**config.mk**
```make
export PLATFORM = sky130hd
export DESIGN_NAME = shared_reg_arbiter
export DESIGN_NICKNAME = d
export VERILOG_FILES = /design/src/rtl/shared_reg_arbiter_pkg.sv /design/src/rtl/shared_reg_arbiter_rr_pick.sv /design/src/rtl/shared_reg_arbiter.sv
export SDC_FILE = /design/constraint.sdc
export NUM_CORES = 1
export LEC_CHECK = 0
export CAP_MARGIN = 30
export CORE_MARGIN = 2
export CORE_UTILIZATION = 35
export DETAILED_ROUTE_END_ITERATION = 7
export HOLD_SLACK_MARGIN = 0.12
export PLACE_DENSITY = 0.74
export SYNTH_ARGS = -nofsm -noshare
export SYNTH_HDL_FRONTEND = slang
export SYNTH_HIERARCHICAL = 1
export SYNTH_SLANG_ARGS = --single-unit
```
**constraint.sdc**
```tcl
create_clock -name CLK -period 4.27 [get_ports CLK]
set_input_delay 0.854 -clock CLK [delete_from_list [all_inputs] [get_ports CLK]]
set_output_delay 0.854 -clock CLK [all_outputs]
set_load 0.02 [all_outputs]
```
**src/rtl/shared_reg_arbiter_pkg.sv**
```systemverilog
// Shared types and defaults for the shared register arbiter and its picker.
package shared_reg_pkg;

  typedef enum logic {
    ST_IDLE  = 1'b0,
    ST_OWNED = 1'b1
  } state_t;

  localparam int DEF_N        = 4;
  localparam int DEF_W        = 8;
  localparam int DEF_MAX_HOLD = 4;

  // Index width that stays at least one bit for degenerate counts.
  function automatic int idx_w(input int n);
    return (n > 1) ? $clog2(n) : 1;
  endfunction

endpackage

```
**src/rtl/shared_reg_arbiter_rr_pick.sv**
```systemverilog
// Combinational round-robin picker: first requester at or after ptr, wrapping,
// with an optional exclude mask; returns one-hot grant, its index and valid.
module rr_pick
  import shared_reg_pkg::*;
#(
  parameter int N     = DEF_N,
  parameter int IDX_W = idx_w(DEF_N)
) (
  input  logic [N-1:0]     req,
  input  logic [IDX_W-1:0] ptr,
  input  logic [N-1:0]     excl,
  output logic [N-1:0]     gnt,
  output logic [IDX_W-1:0] idx,
  output logic             valid
);

  logic [N-1:0] cand;

  assign cand = req & ~excl;

  always_comb begin
    gnt   = '0;
    idx   = '0;
    valid = 1'b0;
    for (int i = 0; i < N; i++) begin
      if (!valid && cand[(int'(ptr) + i) % N]) begin
        valid                      = 1'b1;
        gnt[(int'(ptr) + i) % N]   = 1'b1;
        idx                        = IDX_W'((int'(ptr) + i) % N);
      end
    end
  end

endmodule

```
**src/rtl/shared_reg_arbiter.sv**
```systemverilog
// Round-robin owner arbitration for one shared W-bit register with lock and
// starvation-bounding hold counter. Define SHARED_REG_ASSERT_EN for checks.
module shared_reg_arbiter
  import shared_reg_pkg::*;
#(
  parameter int N        = DEF_N,
  parameter int W        = DEF_W,
  parameter int MAX_HOLD = DEF_MAX_HOLD
) (
  input  logic                   CLK,
  input  logic                   RST,
  input  logic [N-1:0]           req,
  input  logic [N-1:0]           lock,
  input  logic [N-1:0]           wen,
  input  logic [N*W-1:0]         Din,
  output logic [N-1:0]           gnt,
  output logic [idx_w(N)-1:0]    owner,
  output logic [W-1:0]           Dout,
  output logic                   upd
);

  localparam int IDX_W  = idx_w(N);
  localparam int HOLD_W = idx_w(MAX_HOLD);
  localparam logic [HOLD_W-1:0] HOLD_MAX = HOLD_W'(MAX_HOLD - 1);

  state_t             state_q, state_d;
  logic [N-1:0]       gnt_q, gnt_d;
  logic [IDX_W-1:0]   owner_q, owner_d;
  logic [IDX_W-1:0]   ptr_q, ptr_d;
  logic [HOLD_W-1:0]  hold_q, hold_d;
  logic [W-1:0]       dout_q, dout_d;
  logic               upd_q, upd_d;

  logic               owned;
  logic [N-1:0]       owner_oh;
  logic               other_req;
  logic               forced;
  logic               release_now;
  logic               start_grant;
  logic [IDX_W-1:0]   ptr_after;
  logic [IDX_W-1:0]   pick_ptr;
  logic [N-1:0]       pick_excl;
  logic [N-1:0]       pick_gnt;
  logic [IDX_W-1:0]   pick_idx;
  logic               pick_valid;

  assign owned       = (state_q == ST_OWNED);
  assign owner_oh    = N'(1) << owner_q;
  assign other_req   = |(req & ~owner_oh);
  assign forced      = owned && (hold_q == HOLD_MAX) && other_req;
  assign release_now = owned && (!lock[owner_q] || forced);
  assign ptr_after   = (owner_q == IDX_W'(N - 1)) ? '0 : owner_q + IDX_W'(1);
  // The releasing owner sits last in the wrap from ptr_after, so it only
  // wins again when nobody else asks; a forced release excludes it outright.
  assign pick_ptr    = owned ? ptr_after : ptr_q;
  assign pick_excl   = forced ? owner_oh : '0;
  assign start_grant = pick_valid && (!owned || release_now);

  rr_pick #(
    .N     (N),
    .IDX_W (IDX_W)
  ) u_pick (
    .req   (req),
    .ptr   (pick_ptr),
    .excl  (pick_excl),
    .gnt   (pick_gnt),
    .idx   (pick_idx),
    .valid (pick_valid)
  );

  always_ff @(posedge CLK) begin
    if (RST) begin
      state_q <= ST_IDLE;
      gnt_q   <= '0;
      owner_q <= '0;
      ptr_q   <= '0;
      hold_q  <= '0;
      dout_q  <= '0;
      upd_q   <= 1'b0;
    end else begin
      state_q <= state_d;
      gnt_q   <= gnt_d;
      owner_q <= owner_d;
      ptr_q   <= ptr_d;
      hold_q  <= hold_d;
      dout_q  <= dout_d;
      upd_q   <= upd_d;
    end
  end

  always_comb begin
    state_d = state_q;
    case (state_q)
      ST_IDLE:  if (pick_valid) state_d = ST_OWNED;
      ST_OWNED: if (release_now && !pick_valid) state_d = ST_IDLE;
      default:  state_d = ST_IDLE;
    endcase
  end

  always_comb begin
    gnt_d   = gnt_q;
    owner_d = owner_q;
    ptr_d   = ptr_q;
    hold_d  = hold_q;
    dout_d  = dout_q;
    upd_d   = 1'b0;

    if (owned && wen[owner_q]) begin
      dout_d = Din[int'(owner_q)*W +: W];
      upd_d  = 1'b1;
    end

    if (release_now) ptr_d = ptr_after;

    if (start_grant) begin
      gnt_d   = pick_gnt;
      owner_d = pick_idx;
      hold_d  = '0;
    end else if (release_now) begin
      gnt_d = '0;
    end else if (owned && hold_q != HOLD_MAX) begin
      hold_d = hold_q + HOLD_W'(1);
    end
  end

  assign gnt   = gnt_q;
  assign owner = owner_q;
  assign Dout  = dout_q;
  assign upd   = upd_q;

`ifdef SHARED_REG_ASSERT_EN
  always_ff @(posedge CLK) begin
    if (!RST) begin
      assert ($onehot0(gnt_q));
      assert (32'(hold_q) < MAX_HOLD);
      assert ((dout_d == dout_q) || upd_d);
      if (owned) assert (gnt_q == owner_oh);
      else       assert (gnt_q == '0);
      if (owned && other_req && hold_q == HOLD_MAX) assert (release_now);
    end
  end
`endif

endmodule

```
======== Word level (Yosys, flattened, before mapping) ========
Index checks and enable logic that the tools add are counted.
word-level totals
  logic and storage cells ................. 111
  register bits ........................... 20
  output and inout port bits .............. 15
  bits of input ports ..................... 46
cells by class
  add/subtract/negate cells ............... 5
  $lt $le $gt $ge ......................... 9
  bitwise gates (word level) .............. 12
  equal/unequal tests ..................... 3
  multiplexer cells ....................... 44
  shift operators ......................... 2
  reductions and logical operators ........ 29
operator list
  operator                                                                             count
  32-bit by 6-bit variable part select with 8-bit output                               1
  4-bit 2-to-1 mux                                                                     7
  1-bit 2-to-1 mux                                                                     20
  1-bit logical AND                                                                    14
  1-bit binary-select mux with 2-bit select                                            6
  3-bit by 4-bit < comparator with 1-bit output, second input constant                 3
  2-bit 2-to-1 mux                                                                     6
  4-bit bitwise OR                                                                     3
  3-bit by 1-bit greater-or-equal comparator with 1-bit output, second input constant  3
  4-bit AND                                                                            2
  1-bit demux with 2-bit select                                                        4
  4-bit NOT                                                                            2
  2-bit OR reduction                                                                   4
  2-bit by 1-bit adder with 2-bit output, second input constant                        3
  1-bit logical NOT                                                                    6
  2-bit by 3-bit < comparator with 1-bit output, second input constant                 2
  2-bit adder, second input constant                                                   2
  2-bit == test, second input constant                                                 2
  4-bit OR reduction                                                                   1
  1-bit by 2-bit left shift with 4-bit output, first input constant                    1
  1-bit AND, first input constant                                                      3
  2-bit by 1-bit greater-or-equal comparator with 1-bit output, second input constant  1
  1-bit logical OR                                                                     2
  2-bit inequality test, second input constant                                         1
  4 further kinds                                                                      5

======== Longest topological paths before layout ========
Gate-level depths: netlist (run 1).
  word-level depth ........................ 24
  mapped depth ............................ 15
  depth with buffers taken out ............ 12

======== Modules after synthesis ========
Netlist (run 1), hierarchy kept.
by module, submodules not included
  module              sequential area each (um^2)  cells each  instances  area an instance (um^2)
  shared_reg_arbiter  400.4                        115         1          1,222.4
  rr_pick             0.0                          76          1          680.7

======== Least setup slack after synthesis (run 1) ========
Ideal clock, no wire load.
  kind .................................... flip-flop to flip-flop
  start point ............................. register owner_q[1], in the netlist owner[1]
  end point ............................... register hold_q[0]
  arrival ................................. 3.682 ns
  buffers on the path ..................... 3
  clock period less this slack ............ 3.756 ns
  setup time .............................. 0.074 ns
  data required time ...................... 4.196 ns
  stages on the path, launching flop included .. 15
  setup slack ............................. 0.514 ns
  cells stage by stage .................... dfxtp_1 clkbuf_1 inv_1 ha_1 mux2_2 buf_6 inv_4 ha_1 buf_6 clkinv_2 mux4_2 nor2_2 nand2_1 or3b_1 a31oi_1
between the ends
  elaborated cells between the ends (all ways) .. 46
  those cells by class .................... add/sub: 4; eq/ne: 1; shift: 1; mux: 20; bitwise: 5; reduce/logical: 15
RTL lines
  element                                                                                                     line                              source
  from (decl)                                                                                                 shared_reg_arbiter.sv:28          logic [IDX_W-1:0] owner_q, owner_d;
  from (signal assigned)                                                                                      shared_reg_arbiter.sv:83          owner_q <= owner_d;
  2-bit by 1-bit adder with 2-bit output / 2-bit == test (equally long branches)                              shared_reg_arbiter.sv:52          assign ptr_after = (owner_q == IDX_W'(N - 1)) ? '0 : owner_q + IDX_W'(1);
  2-bit 2-to-1 mux *                                                                                          shared_reg_arbiter.sv:52
  named net ptr_after[1]                                                                                      shared_reg_arbiter.sv:40          logic [IDX_W-1:0] ptr_after;
  2-bit 2-to-1 mux *                                                                                          shared_reg_arbiter.sv:55          assign pick_ptr = owned ? ptr_after : ptr_q;
  named net pick_ptr[1]                                                                                       shared_reg_arbiter.sv:41          logic [IDX_W-1:0] pick_ptr;
  2-bit by 1-bit adder with 2-bit output / 1-bit binary-select mux with 2-bit select (equally long branches)  shared_reg_arbiter_rr_pick.sv:26  if (!valid && cand[(int'(ptr) + i) % N]) begin
  1-bit binary-select mux with 2-bit select / 1-bit 2-to-1 mux (equally long branches)                        shared_reg_arbiter_rr_pick.sv:26
  1-bit 2-to-1 mux (implied by the code)                                                                      shared_reg_arbiter_rr_pick.sv:26
  [... 4 more ...]                                                                                            -
  1-bit logical AND                                                                                           shared_reg_arbiter_rr_pick.sv:26
  1-bit 2-to-1 mux                                                                                            shared_reg_arbiter_rr_pick.sv:26
  1-bit logical NOT                                                                                           shared_reg_arbiter_rr_pick.sv:26
  1-bit logical AND                                                                                           shared_reg_arbiter_rr_pick.sv:26
  1-bit 2-to-1 mux *                                                                                          shared_reg_arbiter_rr_pick.sv:26
  named net pick_valid                                                                                        shared_reg_arbiter.sv:45          logic pick_valid;
  1-bit logical AND *                                                                                         shared_reg_arbiter.sv:57          assign start_grant = pick_valid && (!owned || release_now);
  2-bit OR reduction (no source line) *                                                                       -
  to (signal assigned)                                                                                        shared_reg_arbiter.sv:85          hold_q <= hold_d;
  to (decl)                                                                                                   shared_reg_arbiter.sv:30          logic [HOLD_W-1:0] hold_q, hold_d;
The timed path passes the listed nets; every way through them passes the cells marked *. The select of a mux whose other input is x is not followed.
A chain may end at the register's enable or synchronous reset.

======== Final worst setup path (run 1) ========
  start point ............................. input port req[1]
  end point ............................... register hold_q[0]
between the ends
  longest elaborated chain between the ends .. 20
  elaborated cells between the ends (all ways) .. 34
  those cells by class .................... mux: 16; bitwise: 4; reduce/logical: 14
RTL lines
  element                                    line                              source
  from (decl)                                shared_reg_arbiter.sv:12          input logic [N-1:0] req,
  4-bit AND *                                shared_reg_arbiter.sv:49          assign other_req = |(req & ~owner_oh);
  4-bit OR reduction *                       shared_reg_arbiter.sv:49
  1-bit logical AND *                        shared_reg_arbiter.sv:50          assign forced = owned && (hold_q == HOLD_MAX) && other_req;
  4-bit 2-to-1 mux *                         shared_reg_arbiter.sv:56          assign pick_excl = forced ? owner_oh : '0;
  named net pick_excl[2]                     shared_reg_arbiter.sv:42          logic [N-1:0] pick_excl;
  4-bit NOT *                                shared_reg_arbiter_rr_pick.sv:19  assign cand = req & ~excl;
  4-bit AND *                                shared_reg_arbiter_rr_pick.sv:19
  1-bit binary-select mux with 2-bit select  shared_reg_arbiter_rr_pick.sv:26
  [... 6 more ...]                           -
  1-bit logical AND                          shared_reg_arbiter_rr_pick.sv:26
  1-bit 2-to-1 mux                           shared_reg_arbiter_rr_pick.sv:26
  1-bit logical NOT                          shared_reg_arbiter_rr_pick.sv:26
  1-bit logical AND                          shared_reg_arbiter_rr_pick.sv:26
  1-bit 2-to-1 mux *                         shared_reg_arbiter_rr_pick.sv:26
  named net pick_valid                       shared_reg_arbiter.sv:45
  1-bit logical AND *                        shared_reg_arbiter.sv:57
  2-bit OR reduction (no source line) *      -
Marked as above.

==> results.yml, run 1 <==
yosys:
  synth_cells: 191
  yosysUniqueCellTypes: 55
  yosys.area.top_type: "dfxtp_1"
  netlist.area_leader.share_pct: 21.0
  ys.flop_type: "dfxtp_1"
  syn_avg_cell_area_um2: 9.96
  synth_warnings: 6
  synth_nets: 250
  yosysSeqAreaShare_pct: 21.0
  synth_area_leaders: "dfxtp_1 (21%), mux4_2 (15%), ha_1 (8.5%)"
  yosys_register_bits: 20
  synth_edf_count: 0
  ys_async_sr_fraction_pct: 0
  syn-cell-area_um2: 1900
clock_network:
  clkTransAtPathRegs_ps: 70
  cts_resized: 0
  h-tree-depth: 1
  holdBufCountCts: 0
  clock_path_buffers: 2
  clk_latency_ps: 260
  cts_buffers: 3
  cts_setup_buffers: 0
  cts.sinks: 20
  clock-root-buffer: "clkbuf_8"
  cts_tree: "yes"
timing:
  hold_viol: 0
  fin_crit_ps: 3760
  setup_ws_ps: 508
  skew_ps: 3.94
  drv_slew: 0
  finalSetupViolCount: 0
  period_share_pct: 88.1
  rsz0062_at_grt: "no"
  fmax_ghz: 0.266
  relSlewSlack_pct: 48.5
  finalSetupTns_ps: 0
  worstMarginPinSlew_ps: 770
routing:
  drt-pass1-iter-count: 4
  wl_mm: 5.03
  vias_per_cell: 5.49
  drc: 0
  wire_per_inst_um: 15.8
  drtAntennaViolNets: 0
  drt_iter0_drc: 89
  vias: 1751
die:
  core_um2: 5170
  start_util_pct: 36.8
  die_h_um: 77.7
  die_x_um: 77.7
  dieArea_um2: 6040
  rows: 26
  io_pins: 61
power_and_ir_drop:
  netSwitchingPower_uw: 711
  p_per_area_nw_per_um2: 610
  intPower_uw: 890
  power.leakage_uw: 0.000992
  seqPwrFrac_pct: 17.7
  p_clk_share_pct: 11.7
  pwr-share-comb_pct: 70.5
  p_sw_share_pct: 44.4
  ir_drop_v: 0.000465
job:
  drv_cap: 0
worst_setup_path:
  r2r_start: "owner[0]"
  start_kind: "input pin"
  arrival_ps: 3940
  startpoint: "req[1]"
  cp_max_fo: 7
  slowest_delay_ps: 530
  crit_type: "input pin to flop"
  required_ps: 4450
  endpoint_kind: "flop"
  slowest_stage: "mux4_2"
  crit_chain: "clkdlybuf4s50_1 > nand2b_1 > a41oi_1 > and2_1 > and2b_4 > mux4_2 > nor2_2 > nand2_1 > or3b_1 > a31oi_1"
placement:
  post-place-ws_ps: 245
  dpl_cell_area_um2: 2550
  place.port_buffers: 60
  place_congestion: 0.856
  dpl.hpwl_mm: 4.18
global_routing:
  overflow: 0
  grt_start_max_net_pins: 25
  grt_pass1_wl_mm: 8.36
  grt_usage_pct: 17.0
  grt_pass1_vias: 1756
  antenna_found_initial: 0
hold_path:
  holdCritPathClass: "flop to flop"
  holdCritStartpoint: "gnt[1]"
layout:
  layout_common_cells: "clkdlybuf4s50_1 (60), nor2_1 (23), dfxtp_1 (20)"
  syn_to_final_growth_pct: 38.0
  layout.nets: 309
  layout_commonest_cell: "clkdlybuf4s50_1"
  drive_above_1_share_pct: 15.3
  n_antenna_cell: 0
  fin_area_um2: 2630
outcome:
  status: "complete, no violations"
==> metrics by stage <==
step / hold WS [ps] / total power (uW) / util [%] / std cells
6_report: 497 / 1600 / 50.8 / 319
3_3_place_gp: 472 / 1390 / 49.4 / 315
4_1_cts: 502 / 1600 / 50.8 / 319
2_1_floorplan: 459 / 1140 / - / 191
5_1_grt: 535 / 1730 / 50.8 / 319
3_5_place_dp: 488 / 1410 / 49.4 / 315
==> per-layer routing <==
metal	part of all wire, %	GRT usage (%)	routed length, um	vias to the layer above
met4	0.34	2.68	17	0
met2	52	29.7	2600	47
met5	0	0	0	-
li1	-	-	-	852
met3	3.5	2.56	174	3
met1	45	22.4	2250	849
==> Yosys cell counts (5+ instances only) <==
| cell | n |
|---|---|
| o211ai_1 | 6 |
| ha_1 | 13 |
| inv_1 | 5 |
| nand2b_1 | 10 |
| nor3_1 | 6 |
| dfxtp_1 | 20 |
| nor2_1 | 23 |
| o21ai_1 | 7 |
| mux4_2 | 13 |
| mux2i_1 | 14 |
==> layout make-up <==
class	count	area (um^2)
multi-input cells	155	1410
well taps	70	87.6
clock inverters	1	30.0
inverters	7	30.0
fillers	478	2550
clock buffers	3	41.3
flip-flops and latches	20	400
repair buffers	63	623
==> power by group through the flow <==
stage	sequential, uW	combinational [uW]	clock (uW)
2_1_floorplan	326	814	0
3_3_place_gp	287	1100	0
3_5_place_dp	287	1130	0
4_1_cts	284	1130	190
5_1_grt	293	1240	199
6_report	284	1130	188
==> kinds of logic after synthesis <==
group | Yosys count | share of synthesized area [%]
multiplexers | 31 | 26.0
buffers and inverters | 16 | 4.67
adder cells (fa/ha/maj) | 13 | 8.55
AND/OR/NAND/NOR | 75 | 23.1
flip-flops | 20 | 21.0
AO/OA/AOI/OAI | 36 | 16.6
==> final timing paths <==
check | endpoint | slack, ps | cells past startpoint
max | hold_q[0] | 510 | 10
min | gnt[1] | 500 | 2
max reg2reg | hold_q[0] | 590 | 12
min reg2reg | gnt[1] | 500 | 2
==> worst max-delay path: cells and delay by family <==
kind	cells	cell delay, ps
simple gates	6	1410
mux	1	530
buf+inv	1	520
compound gates	2	620
==> state kept, by name, summed over array words and instances (netlist names) <==
name	flops
hold_q	2
upd	1
Dout	8
ptr_q	2
gnt	4
owned	1
owner	2
Power figures use the tool's default switching activity.
==> inputs of run 2 (changes only) <==
--- a/config.mk
+++ b/config.mk
@@ -8,6 +8,7 @@
 export CAP_MARGIN = 30
 export CORE_MARGIN = 2
 export CORE_UTILIZATION = 35
+export CTS_BUF_LIST = sky130_fd_sc_hd__clkbuf_2 sky130_fd_sc_hd__clkbuf_4 sky130_fd_sc_hd__clkbuf_8
 export DETAILED_ROUTE_END_ITERATION = 7
 export HOLD_SLACK_MARGIN = 0.12
 export PLACE_DENSITY = 0.74
==> results of run 2 <==
Final layout, timing and power as in run 1 (identical DEF).
==> inputs of run 3 (changes only) <==
--- a/config.mk
+++ b/config.mk
@@ -6,6 +6,7 @@
 export NUM_CORES = 1
 export LEC_CHECK = 0
 export CAP_MARGIN = 30
+export CORE_ASPECT_RATIO = 0.7
 export CORE_MARGIN = 2
 export CORE_UTILIZATION = 35
 export CTS_BUF_LIST = sky130_fd_sc_hd__clkbuf_2 sky130_fd_sc_hd__clkbuf_4 sky130_fd_sc_hd__clkbuf_8
==> run 3 against run 2 <==
Setup slack worse by 68 ps. Critical path type unchanged. Sequential power hardly changed. Critical endpoint unchanged. Utilization is 0.080 points lower. Count of clock-buffer cells in the layout stayed put. Die area is 0.15% higher. Critical path depth stayed put. Hold slack better by 3.5 ps. Final area is 0.95% higher. Clock power hardly changed. First-iteration DRC count is 5.6% lower.
==> results.yml, run 3 (synthesis gave the netlist of run 1 again) <==
clock_network:
  clkTransAtPathRegs_ps: 70
  cts_resized: 0
  clock_path_buffers: 2
  holdBufCountCts: 0
  h-tree-depth: 1
  cts_tree: "yes"
  cts.sinks: 20
  cts_buffers: 3
  cts_setup_buffers: 0
  clock-root-buffer: "clkbuf_8"
  clk_latency_ps: 260
global_routing:
  grt_start_max_net_pins: 25
  antenna_found_initial: 0
  grt_usage_pct: 17.2
  grt_pass1_wl_mm: 8.26
  grt_pass1_vias: 1640
  overflow: 0
placement:
  place_congestion: 0.930
  place.port_buffers: 60
  dpl.hpwl_mm: 4.08
timing:
  rsz0062_at_grt: "no"
  skew_ps: 4.51
  fmax_ghz: 0.261
  hold_viol: 0
  relSlewSlack_pct: 48.3
  finalSetupViolCount: 0
  drv_slew: 0
  worstMarginPinSlew_ps: 773
  fin_crit_ps: 3830
  finalSetupTns_ps: 0
  period_share_pct: 89.7
power_and_ir_drop:
  pwr-share-comb_pct: 71.0
  seqPwrFrac_pct: 17.5
  p_clk_share_pct: 11.4
  intPower_uw: 903
  netSwitchingPower_uw: 721
  power.leakage_uw: 0.00101
  p_per_area_nw_per_um2: 613
  ir_drop_v: 0.000266
  p_sw_share_pct: 44.4
worst_setup_path:
  slowest_stage: "mux4_2"
  crit_type: "input pin to flop"
  endpoint_kind: "flop"
  crit_chain: "clkdlybuf4s50_1 > nand2b_1 > a41oi_1 > and2_1 > and2b_4 > mux4_2 > nor2_2 > nand2_1 > or3b_1 > a31oi_1"
  cp_max_fo: 7
  r2r_start: "owner[0]"
  crit_end: "hold_q[0]"
  start_kind: "input pin"
  worst_r2r_path_depth: 11
  startpoint: "req[2]"
  required_ps: 4450
  slowest_delay_ps: 540
  worst-r2r-setup-slack_ps: 620
  arrival_ps: 4010
  timing.rr.end: "hold_q[0]"
routing:
  vias_per_cell: 5.38
  vias: 1744
  drc: 0
  drt-pass1-iter-count: 4
  drtAntennaViolNets: 0
  drt_iter0_drc: 84
  wire_per_inst_um: 15.3
  wl_mm: 4.96
die:
  core_um2: 5230
  start_util_pct: 36.4
  dieArea_um2: 6050
  die_h_um: 65.7
  die_x_um: 92.1
  io_pins: 61
  rows: 22
layout:
  drive_above_1_share_pct: 16.3
  layout.nets: 312
  layout_common_cells: "clkdlybuf4s50_1 (60), nor2_1 (23), dfxtp_1 (20)"
  layout_commonest_cell: "clkdlybuf4s50_1"
  syn_to_final_growth_pct: 39.3
  n_antenna_cell: 0
  fin_util_pct: 50.7
  largest_reg_flops: 8
hold_path:
  holdCritPathClass: "flop to flop"
job:
  drv_cap: 0
outcome:
  status: "complete, no violations"
run 3: layout make-up:
type,instances,area [um^2]
Fill cell,477,2580
Multi-Input combinational cell,155,1410
Timing Repair Buffer,66,646
Sequential cell,20,400
Tap cell,72,90.1
Clock buffer,3,41.3
Clock inverter,1,30.0
Inverter,7,30.0
run 3: critical path, delay by kind of cell:
kind                   cells  cell delay [ps]
AO/OA/AOI/OAI              2              640
buffers and inverters      1              530
multiplexers               1              540
AND/OR/NAND/NOR            6             1440
run 3: worst min-delay path by stage:
stage | startpoint | to | cells after the start
after CTS | gnt[0] | gnt[0] | 2
final | Dout[3] | Dout[3] | 2
after global routing | gnt[1] | gnt[1] | 2
after global placement | Dout[3] | Dout[3] | 2
after floorplan | ptr_q[1] | ptr_q[1] | 2
after detailed placement | Dout[2] | Dout[2] | 2
run 3: power groups by stage:
| stage | logic, uW | registers [uW] | clock network, uW |
|---|---|---|---|
| floorplan | 814 | 326 | 0 |
| global placement | 1130 | 288 | 0 |
| detailed placement | 1150 | 289 | 0 |
| CTS | 1150 | 285 | 189 |
| global route | 1260 | 294 | 199 |
| finish | 1150 | 285 | 185 |
run 3: metal layers:
metal  routed length (um)  global-route usage (%)  up-vias
li1                     -                       -      852
met1                 2440                    27.3      841
met2                 2160                    24.3       49
met3                  356                    3.90        2
met4                    6                    1.49        0
met5                    0                       0        -
run 3: through the flow:
stage	hold slack (ps)	worst slack [ps]	instances	instance area, um^2	power [uW]
floorplan	459	514	191	1900	1140
global placement	475	303	320	2580	1420
detailed placement	489	201	320	2580	1430
CTS	503	485	324	2650	1620
global route	528	226	324	2650	1750
finish	501	440	324	2650	1620
